File: config.mk
export PLATFORM = sky130hd
export DESIGN_NAME = ls595_deser
export DESIGN_NICKNAME = d
export VERILOG_FILES = /design/src/rtl/ls595_deser.sv
export SDC_FILE = /design/constraint.sdc
export NUM_CORES = 1
export LEC_CHECK = 0
export BUFFER_PORTS_ARGS = -buffer_cell sky130_fd_sc_hd__clkbuf_2
export CAP_MARGIN = 20
export CORE_ASPECT_RATIO = 1.1
export CORE_UTILIZATION = 40
export CTS_CLUSTER_DIAMETER = 60
export CTS_CLUSTER_SIZE = 20
export DETAILED_ROUTE_END_ITERATION = 16
export SYNTH_ARGS = -nofsm -noshare
export SYNTH_HDL_FRONTEND = slang
export SYNTH_SLANG_ARGS = --single-unit
File: constraint.sdc
create_clock -name clk1 -period 4.2 [get_ports clk1]
set_clock_uncertainty 0.2 [all_clocks]
set_input_delay 0.21 -clock clk1 [delete_from_list [all_inputs] [get_ports clk1]]
set_output_delay 0.21 -clock clk1 [all_outputs]
set_load 0.005 [all_outputs]
File: src/rtl/ls595_deser.sv
// Serial-in/parallel-out deserializer with holding register (74LS595 flavour).
// Collects WIDTH bits per word, hands completed words over with a valid/ack handshake.
module ls595_deser #(
   parameter int WIDTH     = 8,
   parameter bit MSB_FIRST = 1'b1,
   localparam int CNT_W    = $clog2(WIDTH)
) (
   input  logic             clk1,
   input  logic             n_clr1,
   input  logic             ce,
   input  logic             ser,
   input  logic             sync,
   input  logic             n_srclr,
   input  logic             out_ack,
   input  logic             ovr_clr,
   input  logic             n_oe,
   output logic [WIDTH-1:0] q,
   output logic             q_valid,
   output logic             qh_ser,
   output logic [CNT_W-1:0] bit_cnt,
   output logic             overrun
);

   localparam logic [CNT_W-1:0] LAST = CNT_W'(WIDTH - 1);

   logic [WIDTH-1:0] sr_p0;
   logic [CNT_W-1:0] cnt_p0;
   logic [WIDTH-1:0] hold_p1;
   logic             vld_p1;
   logic             ovr_p1;
   logic [WIDTH-1:0] sr_next;
   logic             complete;

   function automatic logic [WIDTH-1:0] shift_in(input logic [WIDTH-1:0] cur, input logic b);
      if (MSB_FIRST) return {cur[WIDTH-2:0], b};
      else           return {b, cur[WIDTH-1:1]};
   endfunction

   assign sr_next  = shift_in(sr_p0, ser);
   // sync on what would be the completing edge starts a new word instead
   assign complete = n_srclr && ce && !sync && (cnt_p0 == LAST);

   // stage 0: shift register and bit counter
   always_ff @(posedge clk1 or negedge n_clr1) begin
      if (!n_clr1) begin
         sr_p0  <= '0;
         cnt_p0 <= '0;
      end else if (!n_srclr) begin
         sr_p0  <= '0;
         cnt_p0 <= '0;
      end else if (ce) begin
         sr_p0 <= sr_next;
         if (sync)          cnt_p0 <= CNT_W'(1);
         else if (complete) cnt_p0 <= '0;
         else               cnt_p0 <= cnt_p0 + CNT_W'(1);
      end
   end

   // stage 1: holding register, handshake and overrun
   always_ff @(posedge clk1 or negedge n_clr1) begin
      if (!n_clr1) begin
         hold_p1 <= '0;
         vld_p1  <= 1'b0;
         ovr_p1  <= 1'b0;
      end else begin
         if (complete) hold_p1 <= sr_next;

         if (complete)     vld_p1 <= 1'b1;
         else if (out_ack) vld_p1 <= 1'b0;

         if (complete && vld_p1 && !out_ack) ovr_p1 <= 1'b1;
         else if (ovr_clr)                   ovr_p1 <= 1'b0;
      end
   end

   assign q       = n_oe ? '0 : hold_p1;
   assign q_valid = vld_p1;
   assign overrun = ovr_p1;
   assign bit_cnt = cnt_p0;
   assign qh_ser  = MSB_FIRST ? sr_p0[WIDTH-1] : sr_p0[0];

endmodule

==> results.txt, run 1 <==
Status -> finished, final reports clean
Reg2reg end -> overrun
Setup crit end kind -> flop
Post-CTS Resized -> 0
Synth top cells by count -> 21 x dfrtp_1, 17 x nor2b_1, 8 x mux2_2, 8 x mux2i_1
Relative slew margins -> 65.2%
Sequential-to-total area share from yosys stat -> 55.2%
Max-cap viol count -> 0
Asr flop ratio synth -> 100%
Chip width -> 48.5 um
Synth warn -> 0
Net Count, Synth -> 83
Total number of vias -> 630
WL/cell -> 12.3 um
Final worst path period need -> 2.05 ns
Worst-Margin Slew -> 0.521 ns
Most frequent cell after synthesis -> dfrtp_1
Max Fclk -> 0.488 GHz
Site Rows -> 18
Hold-critical path endpoint -> bit_cnt[1]
# diodes -> 0
DRC -> 0
Final Setup Violations -> 0
Synth top area cells -> dfrtp_1 55%, nor2b_1 11%, mux2_2 9.5%, mux2i_1 8.4%, ha_1 2.6%
Num CTS Buffers -> 3
Area leader, netlist -> dfrtp_1
RSZ-0062 raised after global routing -> no
Root Buffer Master -> clkbuf_4
CTS sink count -> 21
CTS tree -> yes
DRT iter0 DRCs -> 5
Post-Layout Cell Count -> 130
Avg Inst Size Synth -> 13.2 um2
Grt ovf -> 0
# IOs -> 23
Largest net degree at the start of global routing -> 22
Leak Pwr -> 0.619 nW
Vias per std cell -> 4.85
Setup TNS -> 0 ns
Routed Antenna Nets -> 0
R2R setup slack -> 2.15 ns
CTS Hold Buffers Added -> 5
Slew Limit Fails -> 0
Pre-antenna DRT Iters -> 3
Initial antenna violation count -> 0
Critical path type -> reg -> reg
Number of port buffers -> 22
Final Hold Vio Count -> 0
Post-Syn Area -> 952 um2
Worst vdd ir -> 0.171 mV
Clock transition at path regs -> 0.11 ns
Crit share post-route -> 48.8%
Longest Clk Path Bufs -> 2
Core area -> 2250 um2
DIE HEIGHT -> 53.2 um
Gpl congestion -> 0.635
Placed insts -> 121
Crit Path Max Fanout -> 10
Layout Nets -> 112
Seq cells post-synth -> 21
Gate Count Post-Synth -> 72
Fraction of layout cells with a size suffix above 1 -> 35.0%
Startpoint Class -> flop
R2R cell count -> 5
Worst Hold Path Cells -> 3
Critical Path AT -> 2.04 ns
Top FF cell, synth -> dfrtp_1
First-pass GRT wire length -> 2630 um
Die ar. -> 2580 um2
Setup crit start -> bit_cnt[0]
Worst endpoint required time -> 4.19 ns
Distinct cells, synth -> 20
Worst hold path startpoint -> sync
Routed wire length -> 1600 um
H-Tree Level Count -> 1
HP Class -> in -> reg
Reg-to-Reg Start -> bit_cnt[0]
Global Route Usage Sum -> 14.2%
Fill count -> 218
Starting Density -> 42.3%
Number of synthesized flops with an enable pin -> 0
Post-CTS Setup Bufs -> 0
Layout area overhead -> 21.2%
P per Cell Area -> 284 nW/um2
Post-synth top area share -> 55.2%
Vias in the first global route -> 582
Worst-Skew Late Latency -> 0.30 ns
## sequential cells by signal (all words and copies together) (netlist names)
name     count
overrun      1
sr_p0        8
bit_cnt      3
hold_p1      8
q_valid      1
## report_power, final
part / switching, mW / internal [mW]
logic: 0.0134 / 0.0118
clock network: 0.0586 / 0.0370
registers: 0.00196 / 0.204
total: 0.0740 / 0.253
## cells in the final DEF, fill, tap and decap left out
| cell | instances |
|---|---|
| nand2b_1 | 2 |
| nand2_1 | 1 |
| inv_1 | 1 |
| o21ai_0 | 1 |
| clkbuf_1 | 1 |
| mux2i_1 | 8 |
| a21oi_1 | 1 |
| o22ai_1 | 1 |
| dlygate4sd3_1 | 5 |
| nor2b_1 | 17 |
| o21ba_2 | 1 |
| nand3b_1 | 1 |
| clkbuf_4 | 3 |
| a21boi_0 | 1 |
| nor4bb_1 | 1 |
| o21a_1 | 1 |
| ha_1 | 2 |
| dfrtp_1 | 21 |
| mux2_2 | 8 |
| clkbuf_2 | 22 |
| nand4b_4 | 1 |
## worst max-delay path, cell delays in order, from the launching register on
cell           delay, ns
dfrtp_1             0.43
ha_1                0.22
ha_1                0.24
nand4b_4            0.19
o22ai_1             0.11
dlygate4sd3_1       0.56
## cell type report
type	instances	area (um2)	share of cell area, %
inverters	1	3.75	0.325
repair buffers	27	160	13.9
multi-input cells	47	400	34.7
well taps	30	37.5	3.25
clock buffers	4	26.3	2.28
flip-flops and latches	21	526	45.6
## layer usage
layer | routed length (um) | GRT usage (%) | share of wire [%]
met1 | 751 | 16.9 | 47
met2 | 774 | 24.2 | 48
met3 | 54 | 2.59 | 3.4
met4 | 23 | 8.82 | 1.4
met5 | 0 | 0 | 0
## logic make-up (layout without fill, tap and decap cells)
family / after synthesis / after routing / synth area share (%)
and+or+nand+nor: 23 / 23 / 17.2
buffers and inverters: 4 / 32 / 2.76
muxes: 16 / 16 / 17.9
AOI/OAI and AO/OA: 6 / 6 / 4.34
DFF: 21 / 21 / 55.2
adders and majority gates: 2 / 2 / 2.63
## worst max path at each step
stage | end | slack (ns) | depth (start not counted)
detailed placement | hold_p1[6] | 2.46 | 4
CTS | overrun | 2.12 | 5
floorplan | hold_p1[0] | 2.56 | 4
finish | overrun | 2.15 | 5
global placement | hold_p1[6] | 2.52 | 4
global route | overrun | 2.04 | 5
## per-stage QoR
step	util [%]	hold WS, ns	setup WS (ns)	area (um2)	total power [mW]
finish	51.2	0.0304	2.15	1150	0.327
global route	51.2	0.0218	2.04	1150	0.346
CTS	51.2	0.0106	2.12	1150	0.335
detailed placement	47.8	0.0109	2.46	1080	0.233
global placement	47.8	0.00674	2.52	1080	0.233
floorplan	-	-0.286	2.56	952	0.222
Note: power is estimated with default switching activity, not from simulation.
==> run 2, diff against run 1 <==
==> constraint.sdc (replaced) <==
create_clock -name clk1 -period 1.85 [get_ports clk1]
set_clock_uncertainty 0.2 [all_clocks]
set_input_delay 0.0925 -clock clk1 [delete_from_list [all_inputs] [get_ports clk1]]
set_output_delay 0.0925 -clock clk1 [all_outputs]
set_load 0.005 [all_outputs]
==> results.txt, run 2 (same netlist as run 1, synthesis figures left out) <==
Routed wire length -> 1610 um (was 1600 um)
First-pass GRT wire length -> 2700 um (was 2630 um)
Core area -> 2250 um2 (unchanged)
Largest net degree at the start of global routing -> 22 (unchanged)
Chip width -> 48.5 um (unchanged)
DRC -> 0 (unchanged)
Worst endpoint required time -> 1.83 ns (was 4.19 ns)
Max Fclk -> 0.575 GHz (was 0.488 GHz)
H-Tree Level Count -> 1 (unchanged)
HP Class -> in -> reg (unchanged)
Startpoint Class -> flop (unchanged)
CTS tree -> yes (unchanged)
Worst vdd ir -> 0.355 mV (was 0.171 mV)
Critical path type -> reg -> reg (unchanged)
Reg2reg end -> hold_p1[0] (was overrun)
Post-Place Worst Slack -> 0.122 ns (was 2.46 ns)
RSZ-0062 raised after global routing -> no (unchanged)
WL/cell -> 12.2 um (was 12.3 um)
Routed Antenna Nets -> 0 (unchanged)
Crit share post-route -> 94.0% (was 48.8%)
Total number of vias -> 628 (was 630)
Site Rows -> 18 (unchanged)
CTS sink count -> 21 (unchanged)
Slew Limit Fails -> 0 (unchanged)
R2R setup slack -> 0.11 ns (was 2.15 ns)
Fraction of layout cells with a size suffix above 1 -> 35.3% (was 35.0%)
Longest Clk Path Bufs -> 2 (unchanged)
Max-cap viol count -> 0 (unchanged)
Final worst path period need -> 1.74 ns (was 2.05 ns)
Tot Pwr -> 0.741 mW (was 0.327 mW)
Vias in the first global route -> 620 (was 582)
Relative slew margins -> 65.8% (was 65.2%)
Fill count -> 220 (was 218)
Status -> finished, final reports clean (unchanged)
Setup crit end kind -> flop (unchanged)
DRT iter0 DRCs -> 3 (was 5)
Area occupied by registers -> 526 um2 (unchanged)
Starting Density -> 42.3% (unchanged)
Initial antenna violation count -> 0 (unchanged)
Hold-critical path endpoint -> sr_p0[4] (was bit_cnt[1])
Reg-to-Reg Start -> bit_cnt[0] (unchanged)
Most common cell after layout, fill and taps aside -> clkbuf_2 (unchanged)
Worst hold path startpoint -> ce (was sync)
Most used cell along the critical path -> ha_1 (unchanged)
Final Setup Violations -> 0 (unchanged)
Worst-Margin Slew -> 0.512 ns (was 0.521 ns)
Vias per std cell -> 4.76 (was 4.85)
Worst-Skew Late Latency -> 0.29 ns (was 0.30 ns)
Pre-antenna DRT Iters -> 4 (was 3)
Layout area overhead -> 23.0% (was 21.2%)
Clock transition at path regs -> 0.11 ns (about the same)
Gpl congestion -> 0.641 (was 0.635)
P per Cell Area -> 633 nW/um2 (was 284 nW/um2)
Post-CTS Resized -> 0 (unchanged)
Root Buffer Master -> clkbuf_4 (unchanged)
R2R cell count -> 4 (was 5)
Worst Hold Path Cells -> 3 (unchanged)
WP buf/inv -> 0 (was 1)
Setup TNS -> 0 ns (unchanged)
HPWL after DPL -> 1100 um
Number of port buffers -> 22 (unchanged)
Grt ovf -> 0 (unchanged)
# diodes -> 0 (unchanged)
Layout Nets -> 114 (was 112)
Global Route Usage Sum -> 14.2% (about the same)
Critical Path AT -> 1.72 ns (was 2.04 ns)
Crit Path Max Fanout -> 10 (unchanged)
CP top delay family -> adder cells (was buffers and inverters)
PnR worst setup slack -> 0.111 ns (was 2.15 ns)
Leak Pwr -> 0.625 nW (was 0.619 nW)
# IOs -> 23 (unchanged)
CP max-delay cell -> dfrtp_1 (was dlygate4sd3_1)
DIE HEIGHT -> 53.2 um (unchanged)
Final Hold Vio Count -> 0 (unchanged)
Die ar. -> 2580 um2 (unchanged)
Most frequent cells in the layout -> 22 x clkbuf_2, 21 x dfrtp_1, 17 x nor2b_1, 8 x mux2i_1, 8 x mux2_2 (unchanged)
Critical Path Max Stage Delay -> 0.43 ns (was 0.56 ns)
Multi-input logic area -> 400 um2 (unchanged)
Hold slack -> 0.0554 ns (was 0.0304 ns)
Num CTS Buffers -> 3 (unchanged)
Worst-path cell chain -> ha_1 -> ha_1 -> nand4b_4 -> mux2_2 (was ha_1 -> ha_1 -> nand4b_4 -> o22ai_1 -> dlygate4sd3_1)
-- run 2: cell types whose count changed in the layout (fill, tap and decap cells not counted) --
cell           delta
dlygate4sd3_1     +1
buf_4             +1
-- run 2: power breakdown --
| part | switching (mW) | internal [mW] |
|---|---|---|
| Combinational | 0.0309 | 0.0307 |
| Clock | 0.127 | 0.0838 |
| Sequential | 0.00454 | 0.464 |
-- run 2: tightest hold or removal path: cells and delay by family --
family,cells,cell delay (ns)
AND/OR/NAND/NOR,1,0.06
buffers and inverters,1,0.19
multiplexers,1,0.18
-- run 2: area by class of cell --
| type | instances | area share, % |
|---|---|---|
| tap | 30 | 3.21 |
| multi-input combinational | 47 | 34.2 |
| sequential | 21 | 44.9 |
| inverter | 1 | 0.321 |
| timing repair buffer | 29 | 15.2 |
| clock buffer | 4 | 2.24 |
-- run 2: per-layer routing --
layer	global-route usage (%)	part of all wire, %	up-vias
li1	-	-	304
met1	16.5	45	298
met2	25.1	49	22
met3	2.01	4.5	4
met4	8.82	1.6	0
met5	0	0	-
-- run 2: worst max-delay path by stage --
stage	from	end	slack [ns]	depth (start not counted)
3_3_place_gp	bit_cnt[0]	hold_p1[6]	0.17	4
3_5_place_dp	bit_cnt[0]	hold_p1[3]	0.12	4
5_1_grt	bit_cnt[0]	hold_p1[0]	0.05	4
2_1_floorplan	bit_cnt[0]	hold_p1[0]	0.21	4
4_1_cts	bit_cnt[0]	hold_p1[0]	0.10	4
6_report	bit_cnt[0]	hold_p1[0]	0.11	4
-- run 2: repair_timing --
| action | in CTS | in global routing |
|---|---|---|
| setup buffers | 0 | 0 |
| hold buffers | 6 | 0 |
| hold endpoints to repair | 35 | 0 |
-- run 2: per-stage QoR --
step / utilization, % / cell area (um2) / std cells
finish: 52.0 / 1170 / 132
global route: 52.0 / 1170 / 132
CTS: 52.0 / 1170 / 132
detailed placement: 48.2 / 1080 / 122
global placement: 48.2 / 1080 / 122
floorplan: - / 952 / 72
==> run 3, diff against run 2 <==
--- a/config.mk
+++ b/config.mk
@@ -7,11 +7,15 @@
 export LEC_CHECK = 0
 export BUFFER_PORTS_ARGS = -buffer_cell sky130_fd_sc_hd__clkbuf_2
 export CAP_MARGIN = 20
+export CELL_PAD_IN_SITES_DETAIL_PLACEMENT = 1
+export CELL_PAD_IN_SITES_GLOBAL_PLACEMENT = 1
 export CORE_ASPECT_RATIO = 1.1
-export CORE_UTILIZATION = 40
+export CORE_UTILIZATION = 36
 export CTS_CLUSTER_DIAMETER = 60
 export CTS_CLUSTER_SIZE = 20
 export DETAILED_ROUTE_END_ITERATION = 16
+export PLACE_DENSITY_LB_ADDON = 0.1
+export SLEW_MARGIN = 15
 export SYNTH_ARGS = -nofsm -noshare
 export SYNTH_HDL_FRONTEND = slang
 export SYNTH_SLANG_ARGS = --single-unit
==> results.txt, run 3 (same netlist as run 1, synthesis figures left out) <==
Status -> finished, final reports clean (unchanged)
Chip width -> 51.0 um (was 48.5 um)
Fill count -> 278 (was 220)
Final Setup Violations -> 0 (unchanged)
Vias per std cell -> 4.82 (was 4.76)
RSZ-0062 raised after global routing -> no (unchanged)
CTS tree -> yes (unchanged)
Tot Pwr -> 0.753 mW (was 0.741 mW)
Clock transition at path regs -> 0.11 ns (about the same)
Final worst path period need -> 1.72 ns (was 1.74 ns)
Worst-Margin Slew -> 0.535 ns (was 0.512 ns)
Starting Density -> 38.1% (was 42.3%)
Pre-antenna DRT Iters -> 2 (was 4)
HP Class -> in -> reg (unchanged)
Die ar. -> 2850 um2 (was 2580 um2)
WL/cell -> 13.4 um (was 12.2 um)
Fin util -> 47.0% (was 52.0%)
Gpl congestion -> 0.673 (was 0.641)
Multi-input logic area -> 400 um2 (unchanged)
Area occupied by registers -> 526 um2 (unchanged)
CTS sink count -> 21 (unchanged)
Vias in the first global route -> 670 (was 620)
Core area -> 2500 um2 (was 2250 um2)
Max-cap viol count -> 0 (unchanged)
H-Tree Level Count -> 1 (unchanged)
R2R setup slack -> 0.13 ns (was 0.11 ns)
Site Rows -> 19 (was 18)
Relative slew margins -> 64.3% (was 65.8%)
Layout area overhead -> 23.1% (was 23.0%)
DIE HEIGHT -> 55.9 um (was 53.2 um)
Reg-to-Reg Start -> bit_cnt[0] (unchanged)
Startpoint Class -> flop (unchanged)
Number of port buffers -> 22 (unchanged)
Worst endpoint required time -> 1.84 ns (was 1.83 ns)
Critical path type -> reg -> reg (unchanged)
Total number of vias -> 641 (was 628)
P per Cell Area -> 643 nW/um2 (was 633 nW/um2)
Worst-Skew Late Latency -> 0.29 ns (about the same)
Num CTS Buffers -> 3 (unchanged)
Crit Path Max Fanout -> 10 (unchanged)
Most common cell after layout, fill and taps aside -> clkbuf_2 (unchanged)
# diodes -> 0 (unchanged)
HPWL after DPL -> 1210 um (was 1100 um)
Largest net degree at the start of global routing -> 22 (unchanged)
Grt ovf -> 0 (unchanged)
Hold slack -> 0.0490 ns (was 0.0554 ns)
Routed wire length -> 1780 um (was 1610 um)
Most frequent cells in the layout -> 22 x clkbuf_2, 21 x dfrtp_1, 17 x nor2b_1, 8 x mux2i_1, 8 x mux2_2 (unchanged)
Post-Layout Cell Count -> 133 (was 132)
Fraction of layout cells with a size suffix above 1 -> 35.3% (unchanged)
Reg2reg end -> hold_p1[0] (unchanged)
Global Route Usage Sum -> 15.0% (was 14.2%)
DRC -> 0 (unchanged)
Root Buffer Master -> clkbuf_4 (unchanged)
Post-CTS Setup Bufs -> 0 (unchanged)
Placed insts -> 123 (was 122)
Leak Pwr -> 0.625 nW (unchanged)
Max Fclk -> 0.580 GHz (was 0.575 GHz)
Setup crit start -> bit_cnt[0] (unchanged)
Worst vdd ir -> 0.418 mV (was 0.355 mV)
Critical Path End -> hold_p1[0] (unchanged)
Setup crit end kind -> flop (unchanged)
R2R cell count -> 4 (unchanged)
Routed Antenna Nets -> 0 (unchanged)
Critical Path AT -> 1.72 ns (about the same)
Longest Clk Path Bufs -> 2 (unchanged)
# IOs -> 23 (unchanged)
DRT iter0 DRCs -> 8 (was 3)
Final Hold Vio Count -> 0 (unchanged)
Layout Nets -> 114 (unchanged)
Setup TNS -> 0 ns (unchanged)
Initial antenna violation count -> 0 (unchanged)
First-pass GRT wire length -> 3160 um (was 2700 um)
Slew Limit Fails -> 0 (unchanged)
Crit share post-route -> 93.2% (was 94.0%)
-- run 3: cell counts in the layout (fill, tap and decap cells not counted) --
No cell type changed its count.
-- run 3: report_power, final --
| part | total [mW] | switching (mW) | internal, mW |
|---|---|---|---|
| Combinational | 0.0623 | 0.0315 | 0.0308 |
| Sequential | 0.469 | 0.00458 | 0.464 |
| Clock | 0.223 | 0.139 | 0.0839 |
-- run 3: stage by stage --
stage	cell area (um2)	setup slack, ns
floorplan	952	0.214
detailed placement	1090	0.125
global placement	1090	0.161
global route	1170	0.0468
CTS	1170	0.106
finish	1170	0.125
-- run 3: per-layer routing --
layer	up-vias	part of all wire, %	GRT usage [%]
met3	2	2.6	2.46
li1	308	-	-
met1	319	45	20.0
met5	-	0	0
met2	12	51	23.5
met4	0	0.90	7.14
-- run 3: worst min-delay path by stage --
stage	startpoint	end	slack, ns	cells after the start
after floorplan	n_clr1	bit_cnt[0]	-0.40	0
after global placement	n_clr1	hold_p1[1]	-0.10	1
after detailed placement	n_clr1	hold_p1[1]	-0.10	1
after CTS	ce	sr_p0[0]	0.04	3
after global routing	ce	sr_p0[2]	0.05	3
final	ce	sr_p0[0]	0.05	3
-- run 3: timing repair --
item	CTS	global route
resized for setup	0	0
hold buffers	6	0
hold endpoints to repair	35	0
-- run 3: layout make-up --
type / instances / share of cell area, %
Timing Repair Buffer: 29 / 15.2
Multi-Input combinational cell: 47 / 34.2
Inverter: 1 / 0.320
Tap cell: 31 / 3.31
Sequential cell: 21 / 44.8
Clock buffer: 4 / 2.24
-- run 3: worst max-delay path, stage by stage (launching register included) --
cell and delay, ns:
dfrtp_1 0.43, ha_1 0.21, ha_1 0.23, nand4b_4 0.20
mux2_2 0.36
